### src/rtl/vc_credit_tracker_if.sv
// Grant/credit/allows bundle between the priority encoder side and the credit tracker.
// Optional feature macro: VC_CREDIT_ERR_EN adds the sticky credit_err flag.
interface vc_credit_tracker_if #(
  parameter int unsigned no_vc                   = 15,
  parameter int unsigned floorplusone_log2_no_vc = 4
);
  logic                               grant_valid;
  logic [floorplusone_log2_no_vc-1:0] grant_vc;
  logic                               credit_valid;
  logic [floorplusone_log2_no_vc-1:0] credit_vc;
  logic [no_vc-1:0]                   allows;
`ifdef VC_CREDIT_ERR_EN
  logic                               credit_err;
`endif

  // Upstream side: sends flits and forwards returned credits, consumes allows.
  modport master (
    output grant_valid,
    output grant_vc,
    output credit_valid,
    output credit_vc,
`ifdef VC_CREDIT_ERR_EN
    input  credit_err,
`endif
    input  allows
  );

  // Tracker side.
  modport slave (
    input  grant_valid,
    input  grant_vc,
    input  credit_valid,
    input  credit_vc,
`ifdef VC_CREDIT_ERR_EN
    output credit_err,
`endif
    output allows
  );
endinterface

### src/rtl/vc_credit_tracker.sv
// Per-VC downstream credit counters for one output port. allows[k] is high while VC k has at
// least one free downstream slot; it is decoded only from registered counters.
// Optional feature macro: VC_CREDIT_ERR_EN enables the sticky credit_err protocol flag
// (underflow, overflow or out-of-range index). Without it, violations are silently absorbed.
module vc_credit_tracker #(
  parameter int unsigned no_vc                   = 15,
  parameter int unsigned floorplusone_log2_no_vc = 4,
  parameter int unsigned buf_depth               = 4,
  parameter int unsigned credit_width            = 3
) (
  input logic                clk,
  input logic                rst,
  vc_credit_tracker_if.slave vc
);

  localparam logic [credit_width-1:0] BufDepth = credit_width'(buf_depth);
  localparam logic [credit_width-1:0] One      = credit_width'(1);

  logic [credit_width-1:0] r_credit   [no_vc];
  logic [credit_width-1:0] w_credit_d [no_vc];
  logic [no_vc-1:0]        w_grant_hit;
  logic [no_vc-1:0]        w_credit_hit;
  logic [no_vc-1:0]        w_allows;

  // Decode valid indices to one-hot VC selects; indices >= no_vc select nothing.
  always_comb begin
    w_grant_hit  = '0;
    w_credit_hit = '0;
    for (int k = 0; k < int'(no_vc); k++) begin
      w_grant_hit[k]  = vc.grant_valid  && (vc.grant_vc  == floorplusone_log2_no_vc'(k));
      w_credit_hit[k] = vc.credit_valid && (vc.credit_vc == floorplusone_log2_no_vc'(k));
    end
  end

  // Next counter values: same-VC grant+credit nets to zero, otherwise saturating +/-1.
  always_comb begin
    for (int k = 0; k < int'(no_vc); k++) begin
      w_credit_d[k] = r_credit[k];
      if (w_grant_hit[k] && !w_credit_hit[k]) begin
        if (r_credit[k] != '0) w_credit_d[k] = r_credit[k] - One;
      end else if (w_credit_hit[k] && !w_grant_hit[k]) begin
        if (r_credit[k] != BufDepth) w_credit_d[k] = r_credit[k] + One;
      end
    end
  end

  // Counter registers; async reset refills every VC to full depth.
  always_ff @(posedge clk or posedge rst) begin
    if (rst) begin
      for (int k = 0; k < int'(no_vc); k++) r_credit[k] <= BufDepth;
    end else begin
      for (int k = 0; k < int'(no_vc); k++) r_credit[k] <= w_credit_d[k];
    end
  end

  // allows comes straight from registered state so reset shows through without a clock.
  always_comb begin
    w_allows = '0;
    for (int k = 0; k < int'(no_vc); k++) w_allows[k] = (r_credit[k] != '0);
  end

  assign vc.allows = w_allows;

`ifdef VC_CREDIT_ERR_EN
  logic w_viol;
  logic r_credit_err;

  // Flag any grant on an empty VC, credit on a full VC, or index outside the VC range.
  always_comb begin
    w_viol = (vc.grant_valid  && (int'(vc.grant_vc)  >= int'(no_vc))) ||
             (vc.credit_valid && (int'(vc.credit_vc) >= int'(no_vc)));
    for (int k = 0; k < int'(no_vc); k++) begin
      if (w_grant_hit[k] && !w_credit_hit[k] && (r_credit[k] == '0))      w_viol = 1'b1;
      if (w_credit_hit[k] && !w_grant_hit[k] && (r_credit[k] == BufDepth)) w_viol = 1'b1;
    end
  end

  // Sticky error flag, cleared only by reset.
  always_ff @(posedge clk or posedge rst) begin
    if (rst)         r_credit_err <= 1'b0;
    else if (w_viol) r_credit_err <= 1'b1;
  end

  assign vc.credit_err = r_credit_err;
`endif

endmodule

### src/flat_wrapper.sv
// flat-port wrapper written by rule: the top's interface ports become plain ports
module vc_credit_tracker_flat 
#(
  parameter int unsigned no_vc                   = 15,
  parameter int unsigned floorplusone_log2_no_vc = 4,
  parameter int unsigned buf_depth               = 4,
  parameter int unsigned credit_width            = 3
)
  (clk, rst, vc_grant_valid, vc_grant_vc, vc_credit_valid, vc_credit_vc, vc_allows);
  vc_credit_tracker_if #(.no_vc(no_vc), .floorplusone_log2_no_vc(floorplusone_log2_no_vc)) vc_i ();
  input logic clk;
  input logic rst;
  input wire logic [$bits(vc_i.grant_valid)-1:0] vc_grant_valid;
  input wire logic [$bits(vc_i.grant_vc)-1:0] vc_grant_vc;
  input wire logic [$bits(vc_i.credit_valid)-1:0] vc_credit_valid;
  input wire logic [$bits(vc_i.credit_vc)-1:0] vc_credit_vc;
  output wire logic [$bits(vc_i.allows)-1:0] vc_allows;
  assign vc_i.grant_valid = vc_grant_valid;
  assign vc_i.grant_vc = vc_grant_vc;
  assign vc_i.credit_valid = vc_credit_valid;
  assign vc_i.credit_vc = vc_credit_vc;
  assign vc_allows = vc_i.allows;
  vc_credit_tracker #(.no_vc(no_vc), .floorplusone_log2_no_vc(floorplusone_log2_no_vc), .buf_depth(buf_depth), .credit_width(credit_width)) u_core (.clk(clk), .rst(rst), .vc(vc_i));
endmodule
### config.mk
export PLATFORM = sky130hd
export DESIGN_NAME = vc_credit_tracker_flat
export DESIGN_NICKNAME = d
export VERILOG_FILES = /design/src/rtl/vc_credit_tracker_if.sv /design/src/rtl/vc_credit_tracker.sv /design/src/flat_wrapper.sv
export SDC_FILE = /design/constraint.sdc
export NUM_CORES = 1
export LEC_CHECK = 0
export ABC_AREA = 1
export BUFFER_PORTS_ARGS = -buffer_cell sky130_fd_sc_hd__buf_2
export CORE_MARGIN = 8
export CORE_UTILIZATION = 56
export DETAILED_ROUTE_END_ITERATION = 10
export PLACE_DENSITY_LB_ADDON = 0.05
export REMOVE_ABC_BUFFERS = 1
export SYNTH_ARGS = -nofsm -noshare
export SYNTH_HDL_FRONTEND = slang
export SYNTH_SLANG_ARGS = --single-unit
### constraint.sdc
create_clock -name clk -period 1.2 [get_ports clk]
set_input_delay 0.24 -clock clk [delete_from_list [all_inputs] [get_ports clk]]
set_output_delay 0.24 -clock clk [all_outputs]
set_load 0.02 [all_outputs]
==> results of run 1 <==
-- cell families after synthesis --
group,Yosys count,synth area share (%)
DFF,45,28.3
adders and majority gates,45,13.9
and+or+nand+nor,393,43.1
AOI/OAI and AO/OA,15,2.14
xor gates and xnor gates,15,3.25
buffers and inverters,100,9.29
-- synthesized netlist by cell type --
cell      instances
a21oi_1          12
nand3b_1         15
ha_1             45
nand2_2          60
nor2_2            3
inv_1            97
nand2_1         250
nor3_2            2
dfstp_2          15
xor2_1           15
a21oi_2           3
dfrtp_1          30
nor2_1           32
inv_2             3
nand3_1          29
nor3_1            2
-- per-stage QoR --
step	hold slack [ns]	instance area, um^2	utilization, %	setup WS, ns
4_1_cts	0.505	6360	89.2	-0.329
3_5_place_dp	0.298	4760	66.7	-0.859
3_3_place_gp	0.291	4760	66.7	-0.690
2_1_floorplan	0.461	4040	-	-0.449
-- timing repair --
| item | CTS |
|---|---|
| setup buffers | 65 |
| pin swaps | 131 |
| endpoints found under the setup margin | 60 |
| hold buffers | 1 |
| hold endpoints to repair | 30 |
| resized for setup | 287 |
==> results.sh, run 1 <==
export IMPL_synth_avg_cell_area_um2=6.59
export IMPL_synth_ff_latch_count=45
export IMPL_netlist_area_um2=4040
export IMPL_dp_cells=798
export IMPL_cts_made_buffers=5
export IMPL_grt_antenna_before_repair=2
export IMPL_grt_repair_worst_endpoint="u_core.r_credit[11]$_DFFE_PP1P_/D"
export IMPL_die_h_um=101
export IMPL_ys_warn_count=0
export IMPL_synth_cell_types=16
export IMPL_netlist_top_cells_area="nand2_1 (23%), dfrtp_1 (19%), ha_1 (14%)"
export IMPL_place_gp_congestion=0.832
export IMPL_io_pins=27
export IMPL_stop_error="[ERROR DPL-0033] detailed placement checks failed during check placement."
export IMPL_seq_area_frac_synth_pct=28.3
export IMPL_io_buffers=26
export IMPL_lastStage="5_1_grt"
export IMPL_cts_max_level=2
export IMPL_netlist_instances=613
export IMPL_clockRootBuffer="clkbuf_8"
export IMPL_cts_buffer_depth=2
export IMPL_synth_top_area_share_pct=23.2
export IMPL_grt_max_degree=34
export IMPL_die_width_um=101
export IMPL_initial_core_util_pct=56.6
export IMPL_synth_area_leader_cell="nand2_1"
export IMPL_dp_hpwl_mm=7.02
export IMPL_status="aborted with a tool error"
export IMPL_rows=31
export IMPL_clkSinkCount=45
export IMPL_worst_ep_kind="register input"
==> run 2, diff against run 1 <==
--- a/config.mk
+++ b/config.mk
@@ -8,9 +8,9 @@
 export ABC_AREA = 1
 export BUFFER_PORTS_ARGS = -buffer_cell sky130_fd_sc_hd__buf_2
 export CORE_MARGIN = 8
-export CORE_UTILIZATION = 56
+export CORE_UTILIZATION = 40
 export DETAILED_ROUTE_END_ITERATION = 10
-export PLACE_DENSITY_LB_ADDON = 0.05
+export PLACE_DENSITY_LB_ADDON = 0.15
 export REMOVE_ABC_BUFFERS = 1
 export SYNTH_ARGS = -nofsm -noshare
 export SYNTH_HDL_FRONTEND = slang
==> constraint.sdc (replaced) <==
create_clock -name clk -period 1.56 [get_ports clk]
set_input_delay 0.312 -clock clk [delete_from_list [all_inputs] [get_ports clk]]
set_output_delay 0.312 -clock clk [all_outputs]
set_load 0.02 [all_outputs]
==> run 2 against run 1 <==
  * Synthesized area did not move
  * Synthesized cell count did not move
  * The run now ends clean
==> results.sh, run 2 <==
export IMPL_fin_crit_ns=1.51
export IMPL_synth_ff_type="dfrtp_1"
export IMPL_arrival_ns=1.20
export IMPL_synth_cell_types=16
export IMPL_nNetsFinal=766
export IMPL_final_cell_mix="nand2_1 (226), inv_1 (90), nand2_2 (80)"
export IMPL_initial_core_util_pct=41.3
export IMPL_stdcell_count=842
export IMPL_finalSetupViolCount=0
export IMPL_worstSetupPathType="reg2out"
export IMPL_post_route_drc_count=0
export IMPL_muxShareOfSynthArea_pct=0
export IMPL_place_gp_congestion=0.826
export IMPL_ys_warn_count=0
export IMPL_status="finished, final reports clean"
export IMPL_clockRootBuffer="clkbuf_8"
export IMPL_use_met1_pct=16.2
export IMPL_io_buffers=26
export IMPL_io_pins=27
export IMPL_critPathCaptureType="primary output"
export IMPL_hold_path_class="in2async"
export IMPL_drv_cap=0
export IMPL_drtIter0Drc=131
export IMPL_dp_cells=824
export IMPL_start_kind="flip-flop"
export IMPL_cts_buffer_depth=2
export IMPL_die_h_um=117
export IMPL_totalWireLength_mm=8.98
export IMPL_netlist_top_cells_area="nand2_1 (23%), dfrtp_1 (19%), ha_1 (14%)"
export IMPL_final_common_cell="nand2_1"
export IMPL_synth_top_area_share_pct=23.2
export IMPL_final_max_slew_viol_count=0
export IMPL_track_usage_pct=13.5
export IMPL_reg2reg_to="u_core.r_credit[20]"
export IMPL_drive_gt1_share_pct=37.8
export IMPL_synth_common_cells="nand2_1 (250), inv_1 (97), nand2_2 (60), ha_1 (45), nor2_1 (32)"
export IMPL_postRouteAntennaNets=0
export IMPL_cts_max_level=2
export IMPL_grt_pass1_vias=3548
export IMPL_die_area_um2=13600
export IMPL_synth_edf_count=0
export IMPL_largest_register_ffs=45
export IMPL_holdWs_ns=0.0237
export IMPL_grt_overflow=0
export IMPL_wl_per_cell_um=10.7
export IMPL_setup_tns_final_ns=0
export IMPL_dr_pass1_iters=4
export IMPL_grt_util_met2_pct=23.8
export IMPL_area_delta_synth_final_pct=33.7
export IMPL_synth_ff_latch_count=45
export IMPL_cellPowerDensity_nw_per_um2=1210
export IMPL_utilization_pct=55.3
export IMPL_seq_area_frac_synth_pct=28.3
export IMPL_vias_per_cell=4.49
export IMPL_vdd_drop_max_mv=0.625
export IMPL_grt_antenna_before_repair=0
export IMPL_synth_top_family_by_area="simple AND/OR/NAND/NOR gates"
export IMPL_grt_max_degree=46
export IMPL_ff2ff_setup_slack_ns=0.31
export IMPL_fin_crit_sh_pct=96.8
export IMPL_pre_cts_ws_ns=-0.367
export IMPL_die_width_um=117
export IMPL_clk_pin_slew_ns=0.09
export IMPL_grt_pass1_wl_mm=14.9
export IMPL_dp_hpwl_mm=6.77
export IMPL_cp_max_fo=4
export IMPL_synthSimpleGateAreaFrac_pct=43.1
export IMPL_netlist_instances=613
export IMPL_rr_worst_depth=9
export IMPL_tritoncts="done"
export IMPL_diodes=0
export IMPL_slew_headroom_pct=80.7
export IMPL_clkSinkCount=45
export IMPL_skew_ns=0.00623
export IMPL_netlist_area_um2=4040
export IMPL_synth_area_leader_cell="nand2_1"
export IMPL_busiest_layer="met2"
export IMPL_top_register="u_core.r_credit"
export IMPL_max_freq_mhz=662
export IMPL_rr_startpoint="u_core.r_credit[19]"
export IMPL_worst_slack_ns=0.0498
export IMPL_rows=36
export IMPL_synth_avg_cell_area_um2=6.59
export IMPL_worst_pin_slew_ns=0.289
export IMPL_synth_fa_ha_area_share_pct=13.9
export IMPL_reg_largest_list="u_core.r_credit (45)"
export IMPL_cp_startpoint="u_core.r_credit[5]"
export IMPL_yosysMostFrequentCell="nand2_1"
export IMPL_num_vias=3778
export IMPL_leakagePower_nw=2.82
export IMPL_synth_xor_area_share_pct=3.25
export IMPL_rsz0062_at_grt="true"
export IMPL_core_area_um2=9770
export IMPL_synth_compound_area_share_pct=2.14
export IMPL_required_ns=1.25
export IMPL_async_reset_ff_share_pct=100
export IMPL_met3_usage_pct=2.07
export IMPL_endpoint="vc_allows[13]"
export IMPL_clk_latency_ns=0.30
export IMPL_cts_made_buffers=5
export IMPL_hold_viol_final=0
[run 2: critical path, cell delays in order (launching register included)]
cell,delay (ns)
dfstp_2,0.57
inv_1,0.06
nand2_1,0.09
buf_2,0.17
[run 2: report_power, final]
part	leakage [nW]	internal, W	total, W	switching, W
combinational	2.26	0.00134	0.00335	0.00201
clock	0.0433	0.000352	0.000782	0.000430
sequential	0.526	0.00176	0.00240	0.000642
[run 2: area by class of cell]
cell class | count | area (um^2)
clock buffers | 6 | 82.6
fillers | 919 | 4370
repair buffers | 89 | 653
inverters | 100 | 385
multi-input cells | 468 | 2970
well taps | 133 | 166
clock inverters | 1 | 7.51
flip-flops and latches | 45 | 1140
[run 2: routing by layer]
metal  share of wire (%)  wire [um]  up-vias
met5                   0          0        -
met4                 1.5        138        0
met3                 2.2        195        9
met2                  50       4450       27
met1                  47       4200     1700
li1                    -          -     2042
[run 2: per-stage QoR]
stage	power, W	cell area, um^2
finish	0.00653	5410
global route	0.00720	5410
CTS	0.00629	4840
detailed placement	0.00546	4740
global placement	0.00539	4740
floorplan	0.00465	4040
[run 2: repair_timing]
item | CTS | global route
resized for setup | 4 | 134
setup endpoints to repair | 11 | 44
buffers inserted | 0 | 11
pin swaps | 0 | 31
hold buffers | 0 | 0
[run 2: worst min path at each step]
| stage | startpoint | end | depth (start not counted) |
|---|---|---|---|
| floorplan | u_core.r_credit[11] | u_core.r_credit[11] | 2 |
| global placement | rst | u_core.r_credit[0] | 3 |
| detailed placement | rst | u_core.r_credit[0] | 3 |
| CTS | rst | u_core.r_credit[30] | 3 |
| global route | rst | u_core.r_credit[1] | 3 |
| finish | rst | u_core.r_credit[1] | 3 |
[run 2: logic make-up (layout without fill, tap and decap cells)]
kind of cell             Yosys count  count (layout)
AND/OR/NAND/NOR                  393             393
buffers and inverters            100             196
adder cells (fa/ha/maj)           45              45
flip-flops                        45              45
AO/OA/AOI/OAI                     15              15
XOR/XNOR                          15              15
Note: power is estimated with default switching activity, not from simulation.
